===== src/rtl/uart_tx_arbiter.sv =====
// Round-robin arbiter sharing one UART transmitter among NUM_REQ byte producers.
// Define TX_TIMEOUT_EN to build a WAIT-state watchdog that forces ACK and pulses o_timeout.
module uart_tx_arbiter #(
  parameter int NUM_REQ        = 4,
  parameter int TIMEOUT_CYCLES = 2000000
) (
  input  logic                 i_clock,
  input  logic                 i_reset,
  input  logic [NUM_REQ-1:0]   i_req,
  input  logic [8*NUM_REQ-1:0] i_data,
  output logic [NUM_REQ-1:0]   o_ack,
  output logic [NUM_REQ-1:0]   o_grant,
  output logic                 o_busy,
  output logic                 o_tx_start,
  output logic [7:0]           o_tx_byte,
  input  logic                 i_tx_done,
  output logic                 o_timeout
);
  localparam int PTR_W = $clog2(NUM_REQ);

  typedef enum logic [1:0] {S_IDLE, S_START, S_WAIT, S_ACK} state_t;

  state_t                    state, state_nxt;
  logic [PTR_W-1:0]          rr_ptr, sel, winner;
  logic [PTR_W:0]            idx;
  logic                      found;
  logic                      expire;
  logic [NUM_REQ-1:0][7:0]   data_bytes;

  if (NUM_REQ < 2 || NUM_REQ > 8 || TIMEOUT_CYCLES < 2) begin : g_param_check
    $error("uart_tx_arbiter: NUM_REQ must be 2..8 and TIMEOUT_CYCLES at least 2");
  end

  assign data_bytes = i_data;

  // First requesting index at or after rr_ptr, wrapping modulo NUM_REQ.
  always_comb begin
    // NOTE: every variable gets a default before any branch, so no latch is inferred.
    found  = 1'b0;
    winner = '0;
    idx    = '0;
    for (int i = 0; i < NUM_REQ; i++) begin
      idx = {1'b0, rr_ptr} + (PTR_W+1)'(i);
      if (idx >= (PTR_W+1)'(NUM_REQ)) idx = idx - (PTR_W+1)'(NUM_REQ);
      if (!found && i_req[idx[PTR_W-1:0]]) begin
        found  = 1'b1;
        winner = idx[PTR_W-1:0];
      end
    end
  end

  always_comb begin
    state_nxt = state;
    unique case (state)
      S_IDLE:  if (found) state_nxt = S_START;
      S_START: state_nxt = S_WAIT;
      S_WAIT:  if (i_tx_done || expire) state_nxt = S_ACK;
      S_ACK:   state_nxt = S_IDLE;
      default: state_nxt = S_IDLE;
    endcase
  end

  always_ff @(posedge i_clock) begin
    // NOTE: non-blocking assignments keep every register updating from pre-edge values.
    if (!i_reset) begin
      state     <= S_IDLE;
      rr_ptr    <= '0;
      sel       <= '0;
      o_tx_byte <= 8'h00;
    end else begin
      state <= state_nxt;
      if (state == S_IDLE && found) begin
        sel       <= winner;
        o_tx_byte <= data_bytes[winner];
      end
      if (state == S_ACK) begin
        rr_ptr <= (sel == PTR_W'(NUM_REQ-1)) ? '0 : sel + PTR_W'(1);
      end
    end
  end

`ifdef TX_TIMEOUT_EN
  logic [31:0] wd_cnt;
  logic        timeout_q;

  // Done wins over expiry when both land in the same WAIT cycle.
  assign expire = (state == S_WAIT) && !i_tx_done && (wd_cnt == 32'(TIMEOUT_CYCLES-1));

  always_ff @(posedge i_clock) begin
    if (!i_reset) begin
      wd_cnt    <= '0;
      timeout_q <= 1'b0;
    end else begin
      if (state == S_START)     wd_cnt <= '0;
      else if (state == S_WAIT) wd_cnt <= wd_cnt + 32'd1;
      timeout_q <= expire;
    end
  end

  assign o_timeout = timeout_q;
`else
  assign expire    = 1'b0;
  assign o_timeout = 1'b0;
`endif

  // Outputs decode from registered state only.
  assign o_busy     = (state != S_IDLE);
  assign o_tx_start = (state == S_START);
  assign o_grant    = o_busy ? (NUM_REQ'(1) << sel) : '0;
  assign o_ack      = (state == S_ACK) ? (NUM_REQ'(1) << sel) : '0;

endmodule


===== config.mk =====
export PLATFORM = sky130hd
export DESIGN_NAME = uart_tx_arbiter
export DESIGN_NICKNAME = d
export VERILOG_FILES = /design/src/rtl/uart_tx_arbiter.sv
export SDC_FILE = /design/constraint.sdc
export NUM_CORES = 1
export LEC_CHECK = 0
export BUFFER_PORTS_ARGS = -buffer_cell sky130_fd_sc_hd__buf_4
export CORE_MARGIN = 1.5
export CORE_UTILIZATION = 39
export CTS_CLUSTER_SIZE = 28
export DETAILED_ROUTE_END_ITERATION = 16
export GPL_TIMING_DRIVEN = 0
export PLACE_DENSITY_LB_ADDON = 0.12
export SKIP_LAST_GASP = 1
export SYNTH_ARGS = -nofsm -noshare
export SYNTH_HDL_FRONTEND = slang
export SYNTH_SLANG_ARGS = --single-unit

===== constraint.sdc =====
create_clock -name i_clock -period 1.9 [get_ports i_clock]
set_clock_uncertainty 0.15 [all_clocks]
set_input_delay 0.095 -clock i_clock [delete_from_list [all_inputs] [get_ports i_clock]]
set_output_delay 0.095 -clock i_clock [all_outputs]
set_load 0.1 [all_outputs]

### Word-level counts from Yosys, hierarchy flattened

Index checks and enable logic that the tools add are counted.

| storage, ports and cells | value |
|---|---|
| logic and storage cells | 66 |
| register bits after elaboration | 14 |
| output and inout bits | 19 |
| input port bits | 39 |

| cells by class | value |
|---|---|
| shift-type cells | 1 |
| eq/ne operators | 6 |
| $lt $le $gt $ge | 9 |
| $add $sub $neg | 8 |
| multiplexer cells | 28 |
| reductions and logical operators | 10 |

Operators by type and width:

| kind | number |
|---|---|
| 2-bit 2-to-1 mux | 11 |
| 8-bit binary-select mux with 2-bit select | 1 |
| 2-bit by 3-bit less-than comparator with 1-bit output (second input constant) | 5 |
| 3-bit >= comparator (second input constant) | 3 |
| 1-bit binary-select mux with 2-bit select | 4 |
| 1-bit 2-to-1 mux | 8 |
| 4-bit 2-to-1 mux | 2 |
| 8-bit 2-to-1 mux | 1 |
| 2-bit case mux with 4 select lines | 1 |
| 2-bit by 1-bit subtractor with 2-bit output (second input constant) | 4 |
| 2-bit by 2-bit adder with 3-bit output (second input constant) | 2 |
| 2-bit equality test (second input constant) | 3 |
| 1-bit logical AND | 4 |
| 2-bit inequality test (second input constant) | 2 |
| 1-bit by 2-bit << shifter with 4-bit output (first input constant) | 1 |
| 2-bit by 1-bit adder with 3-bit output (second input constant) | 1 |
| 2-bit by 3-bit >= comparator with 1-bit output (second input constant) | 1 |
| 1-bit logical NOT | 3 |
| 2-bit by 1-bit adder with 2-bit output (second input constant) | 1 |
| 2-bit by 1-bit equality test with 1-bit output (second input constant) | 1 |
| 2-bit logical NOT | 1 |
| 2-bit AND reduction | 1 |
| 2-bit nonzero test | 1 |

### Longest topological paths before layout

| logic depth | value |
|---|---|
| depth in word-level cells | 16 |
| depth in mapped cells | 7 |
| gate-level depth less buffers | 7 |

### Worst setup path after synthesis

No wires, ideal clock.

| timing | value |
|---|---|
| kind | register -> output |
| from | register state[0] |
| to | output o_grant[0] |
| buffers on the path | 0 |
| path slack | -0.383 ns |
| data required time | 1.655 ns |
| arrival time | 2.038 ns |
| cell stages (with the launch flop) | 4 |
| path through | dfxtp_1 -> inv_1 -> ha_1 -> nor2b_1 |

| on the way | value |
|---|---|
| cells in the longest elaborated chain, start to end | 2 |

Ends and longest elaborated chain:

| item | RTL line | text |
|---|---|---|
| start, declared | 23 | `state_t state, state_nxt;` |
| start signal, assigned | 71 | `state <= state_nxt;` |
| 2-bit nonzero test | 107 | `assign o_busy = (state != S_IDLE);` |
| 4-bit 2-to-1 mux | 109 | `assign o_grant = o_busy ? (NUM_REQ'(1) << sel) : '0;` |
| end, declared | 12 | `output logic [NUM_REQ-1:0] o_grant,` |

No other way between the ends.

### Worst setup path in the final report

| timing | value |
|---|---|
| from | register rr_ptr[1] |
| to | register o_tx_byte[0] |

| on the way | value |
|---|---|
| cells in the longest elaborated chain, start to end | 16 |
| elaborated cells between the ends (all ways) | 40 |
| those cells by class | add/sub (7); order compare (4); mux (22); reduce/logical (7) |

Ends and longest elaborated chain:

| item | RTL line | text |
|---|---|---|
| start, declared | 24 | `logic [PTR_W-1:0] rr_ptr, sel, winner;` |
| start signal, assigned | 77 | `rr_ptr <= (sel == PTR_W'(NUM_REQ-1)) ? '0 : sel + PTR_W'(1);` |
| branches (longest 16 deep; another with 2-bit by 1-bit adder with 3-bit output) | -- |  |
| end signal, assigned | 74 | `o_tx_byte <= data_bytes[winner];` |
| end, declared | 15 | `output logic [7:0] o_tx_byte,` |

Parallel ways; which one is timed is not known. The select of a mux whose other input is x is not followed.
A chain may end at the register's enable or synchronous reset.

==> run metrics <==
result of the run=finished clean; final setup violating endpoints=0; area enclosed by the die boundary=approximately 0.003 sq mm; global-route total usage across every layer=22.7%; R2R depth=6; length of the first detailed-routing pass in iterations=5; clock slew seen by the registers of the worst setup and hold paths=0.10 ns; vertical die dimension=between 50 and 60 microns; count of distinct cell types in the synthesized netlist=30; worst skew pair latency=approximately 0.29 ns; Seq cells post-synth=14; total vias in the final route=around 1.2k; Initial Utilization=between 40% and 50%; Pwr Density=~1300 mW/mm^2; final routed wire length divided by cell count=14.3 microns; RR Startpoint=rr_ptr[1]; Worst setup SP type=flop; final cell count without fillers=roughly 230; Post-route DRC=0; NumNets Final=244; share of cells above drive strength 1=roughly 44%; Crit. End Element=flop; antenna violations before repair=0; number of rows created at floorplan=18; IR Drop Worst-Case VDD=1.32 mV; total congestion overflow after global routing=0; Detail Route Antenna Nets=0; Hold Path End=o_tx_byte[3]; number of filler cells placed in the layout=around 200; post-route cell area=between 0.0015 and 0.002 sq mm; Placed Cells=roughly 200; clock period minus final worst setup slack=between 1.5 and 2 ns; number of maximum-capacitance constraint violations=0; number of top-level pins=just under 60; Die Span X=between 50 and 60 microns; class of the worst hold path=input pin to flop; crit-path max FO=4; synthesized net count=162; number of hold violations in the final report=0; H-tree levels=1; placer's final routability congestion estimate=between 0.7 and 0.8; count of warnings emitted by yosys=0; r2r endpoint=o_tx_byte[0]; highest achievable clock rate=between 500 and 600 MHz; buffer levels on the longest clock path=2; Post-Place Cell Area=about 0.0015 sq mm; Post-Syn Instances=approximately 120; Port Buffer Count=56; register-to-register setup slack=~0.0019 ns; met2 Usage GRT=around two fifths; unrepaired setup endpoints after global routing=true; maximum number of pins on one net before global-route repair=11; hold-critical path depth=4; most congested layer reported by global routing=met2; number of max-slew violations in the final report=0; met1 usage in global routing=26.4%; arrival time at the worst endpoint=between 1.5 and 2 ns; number of DRC markers after the initial detailed-route iteration=12; setup tns final=0 ns; leakage power total=~0.86 nW; number of buffers inserted during clock tree synthesis=3; number of clock sinks=14; synthesized area divided by synthesized cell count=roughly 9 sq um; standard cell core area=approximately 0.0025 sq mm; launch point of the worst hold path=i_data[19]; Data required, critical path=around 1.9 ns; cell area after synthesis=between 0.001 and 0.0015 sq mm; diode insertion count for antenna repair=0; share of synthesized area occupied by flip-flops and latches=a little over a quarter; routed wire length=3230 microns; critical path class=flop to flop; Clk Tree Root Cell=sky130_fd_sc_hd__clkbuf_4; Area Overhead vs Synth=74.3%; met3 layer usage reported by global route=roughly 6.3%; Via density=approximately 5.2; post-detail-place hpwl=roughly 2100 microns; vias in the first global route=roughly 1.1k; clock tree from TritonCTS=yes; wire length of the first global-routing pass=between 4000 and 5000 microns; Tcrit/Tclk final=about 100%
placed cells by master, fill, tap and decap left out, types with 2 or more instances in the layout:
| cell | Yosys | routed |
|---|---|---|
| sky130_fd_sc_hd__buf_4 | 1 | 61 |
| sky130_fd_sc_hd__dlygate4sd3_1 | 0 | 17 |
| sky130_fd_sc_hd__dfxtp_1 | 14 | 12 |
| sky130_fd_sc_hd__nor2b_1 | 9 | 9 |
| sky130_fd_sc_hd__mux2_4 | 0 | 8 |
| sky130_fd_sc_hd__a21boi_0 | 8 | 8 |
| sky130_fd_sc_hd__and3_1 | 8 | 8 |
| sky130_fd_sc_hd__o21a_1 | 8 | 8 |
| sky130_fd_sc_hd__a221o_1 | 9 | 8 |
| sky130_fd_sc_hd__inv_1 | 8 | 7 |
| sky130_fd_sc_hd__ha_1 | 8 | 7 |
| sky130_fd_sc_hd__a21oi_1 | 6 | 6 |
| sky130_fd_sc_hd__and2_1 | 5 | 5 |
| sky130_fd_sc_hd__mux2i_1 | 3 | 3 |
| sky130_fd_sc_hd__clkbuf_4 | 0 | 3 |
| sky130_fd_sc_hd__a221o_2 | 1 | 2 |
| sky130_fd_sc_hd__nor2_1 | 3 | 2 |
| sky130_fd_sc_hd__dfxtp_2 | 0 | 2 |
cell usage after synthesis (all sizes together):
cell type	n	area share, %
and3	8	4.8
or4	1	0.72
o21bai	1	0.72
mux2	8	8.6
nand2b	1	0.60
a211oi	1	1.2
o21ai	2	0.96
nor2b	9	5.4
nand3	1	0.48
mux2i	3	2.9
a221o	10	9.7
conb	1	0.36
dfxtp	14	27
a2bb2oi	1	0.84
nand2	2	0.72
nor2	3	1.1
o21a	8	5.8
a21boi	8	5.8
inv	9	3.2
clkbuf	1	0.48
a21oi	6	2.9
buf	3	2.3
and2	5	3.0
o221a	1	1.1
ha	8	9.6
repair_timing:
item	in CTS	in global routing
hold buffers	14	3
resized for setup	13	4
pin swaps	9	2
hold endpoints to repair	13	2
setup endpoints to repair	8	8
buffers inserted	4	0
sequential cells by signal, summed over array words and instances (netlist names):
signal and flops:
o_tx_byte 8, state 2, sel 2, rr_ptr 2
logic make-up (layout without fill, tap and decap cells):
| group | count (synthesis) | after routing | share of synthesized area, % |
|---|---|---|---|
| AO/OA/AOI/OAI | 38 | 38 | 28.9 |
| AND/OR/NAND/NOR | 30 | 30 | 16.8 |
| flip-flops | 14 | 14 | 26.9 |
| buffers and inverters | 13 | 94 | 5.99 |
| multiplexers | 11 | 11 | 11.5 |
| adder cells (fa/ha/maj) | 8 | 8 | 9.59 |
| other | 1 | 1 | 0.359 |
report_power, final:
group | internal, mW | switching (mW)
Combinational | 0.469 | 1.12
Clock | 0.117 | 0.114
Sequential | 0.385 | 0.0672
cell type report:
type	count	area (sq um)	area share, %
clock buffer	4	36.3	1.99
tap	30	37.5	2.06
buffer	4	28.8	1.58
multi-input combinational	88	776	42.6
sequential	14	283	15.5
inverter	9	37.5	2.06
timing repair buffer	77	621	34.1
worst max-delay path by stage:
stage	from	endpoint	slack, ns	cells past startpoint
after floorplan	state[0]	o_grant[0]	-0.35	3
after global placement	rr_ptr[1]	o_tx_byte[4]	-0.13	5
after detailed placement	rr_ptr[1]	o_tx_byte[1]	-0.16	5
after CTS	rr_ptr[1]	o_tx_byte[1]	-0.003	5
after global routing	rr_ptr[1]	o_tx_byte[0]	-0.05	6
final	rr_ptr[1]	o_tx_byte[0]	0.002	6
through the flow:
stage / util (%) / total power [mW] / hold slack, ns / worst slack (ns)
5_1_grt: 72.8 / 2.40 / 0.0595 / -0.0458
3_3_place_gp: 60.4 / 1.92 / 0.220 / -0.133
3_5_place_dp: 60.4 / 1.94 / 0.228 / -0.163
2_1_floorplan: - / 1.63 / 0.0732 / -0.346
4_1_cts: 70.6 / 2.23 / 0.000453 / -0.00273
6_report: 72.8 / 2.28 / 0.0719 / 0.00189
worst max-delay path, stage by stage, from the launching register on:
cell                       delay, ns
sky130_fd_sc_hd__dfxtp_2        0.34
sky130_fd_sc_hd__o21bai_1       0.15
sky130_fd_sc_hd__a221o_2        0.39
sky130_fd_sc_hd__buf_4          0.17
sky130_fd_sc_hd__and3_1         0.15
sky130_fd_sc_hd__o21a_1         0.17
sky130_fd_sc_hd__a221o_1        0.27
routing by layer:
layer / vias to the layer above / routed length (microns)
li1: 585 / -
met1: 553 / 1340
met2: 39 / 1680
met3: 5 / 182
met4: 0 / 30
met5: - / 0
Note: power is estimated with default switching activity, not from simulation.
